[config.mk]
export PLATFORM = sky130hd
export DESIGN_NAME = wide_add_seq
export DESIGN_NICKNAME = d
export VERILOG_FILES = /design/src/rtl/wide_add_seq_pkg.sv /design/src/rtl/adder32.sv /design/src/rtl/wide_add_seq.sv
export SDC_FILE = /design/constraint.sdc
export NUM_CORES = 1
export LEC_CHECK = 0
export ABC_AREA = 0
export CORE_UTILIZATION = 45
export DETAILED_ROUTE_END_ITERATION = 12
export PLACE_DENSITY = 0.83
export REMOVE_ABC_BUFFERS = 1
export SLEW_MARGIN = 20
export SYNTH_ARGS = -nofsm -noshare
export SYNTH_HDL_FRONTEND = slang
export SYNTH_SLANG_ARGS = --single-unit
[constraint.sdc]
create_clock -name clk -period 17.54 [get_ports clk]
set_input_delay 1.754 -clock clk [delete_from_list [all_inputs] [get_ports clk]]
set_output_delay 1.754 -clock clk [all_outputs]
set_load 0.03 [all_outputs]
[src/rtl/wide_add_seq_pkg.sv]
// Shared definitions for the multi-word add/subtract sequencer.
// Latency: n/a (types, constants and a pure helper function only).
// Backpressure: n/a.
package wide_add_seq_pkg;

  // Default geometry: 4 slices of 32 bits form a 128-bit operation.
  localparam int DEF_DATA_WIDTH = 31;
  localparam int DEF_NUM_WORDS  = 4;

  // Slice width and word-counter width for the default geometry.
  localparam int WORD_W = DEF_DATA_WIDTH + 1;
  localparam int CNT_W  = $clog2(DEF_NUM_WORDS);

  // Sequencer states.
  typedef enum logic [1:0] {
    ST_IDLE = 2'd0,
    ST_RUN  = 2'd1,
    ST_DONE = 2'd2
  } state_t;

  // Two's-complement overflow of a full-width add: both addends share a
  // sign and the result's sign differs from it. For subtract the caller
  // passes the already-inverted B sign.
  function automatic logic signed_ovf(input logic a_msb,
                                      input logic b_msb,
                                      input logic s_msb);
    return (a_msb == b_msb) && (s_msb != a_msb);
  endfunction

endpackage

[src/rtl/adder32.sv]
// One-slice ripple adder with carry in/out, shared by the wide sequencer.
// Latency: combinational, zero cycles.
// Backpressure: none; purely combinational datapath.
module adder32 #(
  parameter int DATA_WIDTH = 31
) (
  input  logic [DATA_WIDTH:0] a,
  input  logic [DATA_WIDTH:0] b,
  input  logic                cin,
  output logic [DATA_WIDTH:0] s,
  output logic                cout
);

  // Extend by one bit so the carry out of the top bit is captured.
  assign {cout, s} = {1'b0, a} + {1'b0, b} + {{(DATA_WIDTH + 1){1'b0}}, cin};

endmodule

[src/rtl/wide_add_seq.sv]
// Wide add/subtract: one shared slice adder walks NUM_WORDS words, carry kept in a register.
// Latency: result valid NUM_WORDS edges after the accept edge (cycle NUM_WORDS+1 counting the accept cycle as 0).
// Backpressure: start_ready low while busy; result held stable in DONE until res_ready.
module wide_add_seq
  import wide_add_seq_pkg::*;
#(
  parameter int DATA_WIDTH = DEF_DATA_WIDTH,
  parameter int NUM_WORDS  = DEF_NUM_WORDS
) (
  input  logic                                 clk,
  input  logic                                 rst,
  input  logic                                 start_valid,
  output logic                                 start_ready,
  input  logic                                 op_sub,
  input  logic [NUM_WORDS*(DATA_WIDTH+1)-1:0]  a_in,
  input  logic [NUM_WORDS*(DATA_WIDTH+1)-1:0]  b_in,
  input  logic                                 cin_in,
  output logic                                 res_valid,
  input  logic                                 res_ready,
  output logic [NUM_WORDS*(DATA_WIDTH+1)-1:0]  sum_out,
  output logic                                 cout_out,
  output logic                                 overflow,
  output logic                                 busy
);

  // Slice width and counter width for this instance's geometry.
  // NUM_WORDS is at least 2, so the counter is at least one bit wide.
  localparam int SW = DATA_WIDTH + 1;
  localparam int CW = $clog2(NUM_WORDS);
  localparam logic [CW-1:0] LAST = CW'(NUM_WORDS - 1);

  state_t         state;
  logic [CW-1:0]  cnt;
  logic           carry;

  // Captured operands (B already inverted for subtract) and result words.
  logic [SW-1:0]  a_w   [NUM_WORDS];
  logic [SW-1:0]  b_w   [NUM_WORDS];
  logic [SW-1:0]  r_w   [NUM_WORDS];

  // Input buses split into words, word 0 in the LSBs.
  logic [SW-1:0]  a_in_w [NUM_WORDS];
  logic [SW-1:0]  b_in_w [NUM_WORDS];

  // Shared adder connections.
  logic [SW-1:0]  add_a;
  logic [SW-1:0]  add_b;
  logic [SW-1:0]  add_s;
  logic           add_co;

  // Word-level views of the wide buses.
  for (genvar i = 0; i < NUM_WORDS; i++) begin : g_words
    assign a_in_w[i]             = a_in[i*SW +: SW];
    assign b_in_w[i]             = b_in[i*SW +: SW];
    assign sum_out[i*SW +: SW]   = r_w[i];
  end

  // The word counter selects which captured slice feeds the adder.
  assign add_a = a_w[cnt];
  assign add_b = b_w[cnt];

  adder32 #(
    .DATA_WIDTH (DATA_WIDTH)
  ) u_adder (
    .a    (add_a),
    .b    (add_b),
    .cin  (carry),
    .s    (add_s),
    .cout (add_co)
  );

  // Sequencer: capture in IDLE, one slice per cycle in RUN, hold in DONE.
  // Subtract is folded in at capture time (B inverted, carry preset to 1),
  // so RUN is identical for both operations and op_sub need not be kept.
  always_ff @(posedge clk or posedge rst) begin
    if (rst) begin
      state       <= ST_IDLE;
      start_ready <= 1'b1;
      res_valid   <= 1'b0;
      busy        <= 1'b0;
      cout_out    <= 1'b0;
      overflow    <= 1'b0;
      cnt         <= '0;
      carry       <= 1'b0;
      for (int i = 0; i < NUM_WORDS; i++) begin
        a_w[i] <= '0;
        b_w[i] <= '0;
        r_w[i] <= '0;
      end
    end else begin
      case (state)
        ST_IDLE: begin
          if (start_valid) begin
            for (int i = 0; i < NUM_WORDS; i++) begin
              a_w[i] <= a_in_w[i];
              b_w[i] <= op_sub ? ~b_in_w[i] : b_in_w[i];
              r_w[i] <= '0;
            end
            carry       <= op_sub | cin_in;
            cnt         <= '0;
            cout_out    <= 1'b0;
            overflow    <= 1'b0;
            start_ready <= 1'b0;
            busy        <= 1'b1;
            state       <= ST_RUN;
          end
        end

        ST_RUN: begin
          r_w[cnt] <= add_s;
          carry    <= add_co;
          if (cnt == LAST) begin
            // Top slice: its carry and sign bits describe the whole result.
            cout_out  <= add_co;
            overflow  <= signed_ovf(add_a[SW-1], add_b[SW-1], add_s[SW-1]);
            cnt       <= '0;
            res_valid <= 1'b1;
            state     <= ST_DONE;
          end else begin
            cnt <= cnt + 1'b1;
          end
        end

        ST_DONE: begin
          // Going back through IDLE keeps a new command out of the take cycle.
          if (res_ready) begin
            res_valid   <= 1'b0;
            start_ready <= 1'b1;
            busy        <= 1'b0;
            state       <= ST_IDLE;
          end
        end

        default: begin
          res_valid   <= 1'b0;
          start_ready <= 1'b1;
          busy        <= 1'b0;
          cnt         <= '0;
          state       <= ST_IDLE;
        end
      endcase
    end
  end

endmodule

==> impl_metrics.yaml <==
drt:
  drt_iter0_drc: 1111
  remaining_drc_errors: 0
  routed_wl_mm: 55.2
  final_antenna_net_count: 0
  dr.pass1.iters: 5
  vias: 15116
  vias_per_cell: 5.52
  wl_per_cell_um: 20.2
pwr:
  p_per_area_nw_per_um2: 226
  power.leakage_uw: 0.0110
  vdd_drop_max_uv: 126
placement:
  dp_hpwl_mm: 38.6
  gp_congestion: 0.880
  port_buffers: 394
  post-place-cells: 2662
  placed_area_um2: 23100
timing:
  rsz0062_at_grt: "no"
  fin_crit_sh: 0.299
  setup-violations-final: 0
  max_slew.worst_pin.slew_ps: 1090
  max-slew-margin-rel: 0.269
  fmax_ghz: 0.191
  hold_violations: 0
  fin_setup_tns_ps: 0
  maxSlewViolCount: 0
  fin_skew_ps: 22.5
  period_minus_slack_ps: 5250
worst_setup_path:
  crit_start: "cnt[1]$_DFFE_PP0P_"
  cp_max_fo: 44
  critPathMaxStageDelay_ps: 690
  crit_end: "sum_out[124]$_DFFE_PP0P_"
  path_cells: "buf_4 -> mux4_2 -> fa_1 -> fa_1 -> a211oi_1 -> o211ai_1 -> nand2_1 -> o21ai_2 -> a2111oi_2 -> o21ai_1 -> a211oi_1 -> o31ai_1"
  crit_path_start_kind: "register"
  ff2ff_path_depth: 12
  timing.rr.end: "sum_out[124]$_DFFE_PP0P_"
  cpMaxStageDelayCell: "dfrtp_4"
  critPathRequiredTime_ps: 17960
  timing.rr.start: "cnt[1]$_DFFE_PP0P_"
  crit_path_end_kind: "register"
  critPathArrivalTime_ps: 5670
  crit_buf_inv: 1
  cp.depth: 12
  path_class: "reg -> reg"
  path_delay_family: "compound AO/OA/AOI/OAI gates"
  reg2reg_slack_ps: 12290
clocking:
  ctsResizeCount: 0
  cts-htree-levels: 2
  clk_latency_ps: 570
  cts_buffers: 41
  clkTransAtPathRegs_ps: 60
  cts_buffer_depth: 3
  numClockSinks: 394
  tritoncts: "yes"
  post_cts_buffers: 0
  root_buffer: "clkbuf_16"
  hold_buffers: 0
die:
  dieArea_um2: 42500
  pin_count: 395
  num_rows: 74
  dieHeight_um: 206
  die_w_um: 206
  start_util: 0.458
  core_area_um2: 40900
global_routing:
  grt_max_degree: 177
  grt_pass1_vias: 15253
  grtUsageMet3: 0.0561
  grt_util_met2: 0.409
  grt_first_pass_wirelength_mm: 85.2
  antenna_found_initial: 0
  grt_use_met1: 0.360
  top_usage_layer: "met2"
  track_usage: 0.263
  grt-ovfl-total: 0
cells_and_area:
  final_cells: 2739
  diodes: 0
  fin_nets: 2473
  syn_to_final_growth_pct: 31.0
  design_area_um2: 24600
  nFillCells: 3313
  drive_above_1_share: 0.0757
logic_synthesis:
  synth_edf_count: 0
  synth_area_per_cell_um2: 10.2
  synth_cells: 1844
  synth-warning-count: 0
  yosys_most_used_dff: "dfrtp_1"
  synth-seq-cells: 394
  async_flop_share: 1.00
  syn-cell-area_um2: 18700
  synth.distinct_cells: 51
  ys_seq_area_frac: 0.526
worst_hold_path:
  holdPathStages: 2
  hold_path_class: "reg -> reg"
run:
  drv_cap: 0
status:
  status: "finished clean"
## cell type report
cell class	count	area (um2)	area share
Sequential cell	394	9870	0.402
Multi-Input combinational cell	1312	8410	0.342
Timing Repair Buffer	410	4100	0.167
Clock buffer	56	1190	0.0486
Tap cell	532	666	0.0271
Clock inverter	20	263	0.0107
Inverter	15	63.8	0.00260
## cells in the final DEF (no fill, tap or decap), types with 3 or more instances in the layout
master,Yosys,routed
a211o_1,4,4
a211oi_1,5,5
a21o_1,11,11
a21oi_1,43,43
a22o_1,85,85
a31oi_1,6,6
a32o_1,4,4
and2_1,6,6
and3_1,5,5
buf_4,0,13
bufinv_16,0,6
clkbuf_1,109,6
clkbuf_16,0,43
clkbuf_8,0,7
clkdlybuf4s50_1,0,393
clkinv_2,0,10
dfrtp_1,393,391
ha_1,35,35
inv_1,15,14
mux4_2,64,64
nand2_1,583,583
nand2b_1,6,5
nand3_1,24,24
nor2_1,38,34
nor2_4,0,4
nor2b_1,6,5
nor3_1,8,8
o2111ai_1,3,3
o211ai_1,14,14
o21ai_0,163,163
o21ai_1,10,10
o31ai_1,9,9
or3_1,3,3
xnor2_1,143,143
xor2_1,9,9
## through the flow
step | util | setup slack (ps) | hold WS, ps | power (uW)
3_3_place_gp | 0.564 | 12500 | 452 | 4470
2_1_floorplan | - | 4830 | 440 | 3600
6_report | 0.600 | 12290 | 475 | 5540
4_1_cts | 0.599 | 12380 | 472 | 5530
5_1_grt | 0.600 | 12010 | 495 | 5900
3_5_place_dp | 0.564 | 12360 | 457 | 4570
## registers in the layout, summed over array words and instances, names as in the netlist
name	flops
a_w	128
b_w	128
sum_out	128
cnt	2
state	2
busy	1
carry	1
cout_out	1
overflow	1
res_valid	1
start_ready	1
## worst register-to-register path, delay by kind of cell, from the launching register on
kind	cells	cell delay (ps)
adders and majority gates	2	1030
muxes	1	430
buffers and inverters	1	690
AOI/OAI and AO/OA	7	2070
DFF	1	690
and+or+nand+nor	1	200
## cells in the mapped netlist, types with 5 or more instances
cell type  instances  area [um2]
nand2_1          583        2190
dfrtp_1          393        9830
o21ai_0          163         816
xnor2_1          143        1250
clkbuf_1         109         409
a22o_1            85         744
mux4_2            64        1440
a21oi_1           43         215
nor2_1            38         143
ha_1              35         438
nand3_1           24         120
inv_1             15        56.3
o211ai_1          14         105
a21o_1            11        82.6
buf_1             11        41.3
o21ai_1           10        50.1
o31ai_1            9        67.6
xor2_1             9        78.8
nor3_1             8        40.0
a31oi_1            6        37.5
and2_1             6        37.5
nand2b_1           6        37.5
nor2b_1            6        37.5
a211oi_1           5        37.5
and3_1             5        31.3
## cell families (layout without fill, tap and decap cells)
logic type | Yosys count | after routing | synth area share
AND/OR/NAND/NOR | 688 | 688 | 0.145
flip-flops | 394 | 394 | 0.526
AO/OA/AOI/OAI | 371 | 371 | 0.128
XOR/XNOR | 152 | 152 | 0.0710
buffers and inverters | 138 | 501 | 0.0278
multiplexers | 64 | 64 | 0.0769
adder cells (fa/ha/maj) | 37 | 37 | 0.0255
## layer usage
metal	wire length (um)	vias to the layer above
met4	2080	0
met3	4210	132
met5	0	-
met1	23400	7446
met2	25500	587
li1	-	6951
## power breakdown
group	total (uW)	internal, uW	switching [uW]
Combinational	3040	1160	1880
Clock	935	568	367
Sequential	1560	1310	256
Total	5540	3040	2500
## worst min-delay path by stage
stage,from,endpoint,slack (ps)
global placement,a_w[32]$_DFFE_PP0P_,a_w[32]$_DFFE_PP0P_,450
global route,a_w[64]$_DFFE_PP0P_,a_w[64]$_DFFE_PP0P_,500
detailed placement,a_w[49]$_DFFE_PP0P_,a_w[49]$_DFFE_PP0P_,460
finish,a_w[49]$_DFFE_PP0P_,a_w[49]$_DFFE_PP0P_,480
floorplan,a_w[32]$_DFFE_PP0P_,a_w[32]$_DFFE_PP0P_,440
CTS,a_w[49]$_DFFE_PP0P_,a_w[49]$_DFFE_PP0P_,470
(Power assumes the default switching activity.)
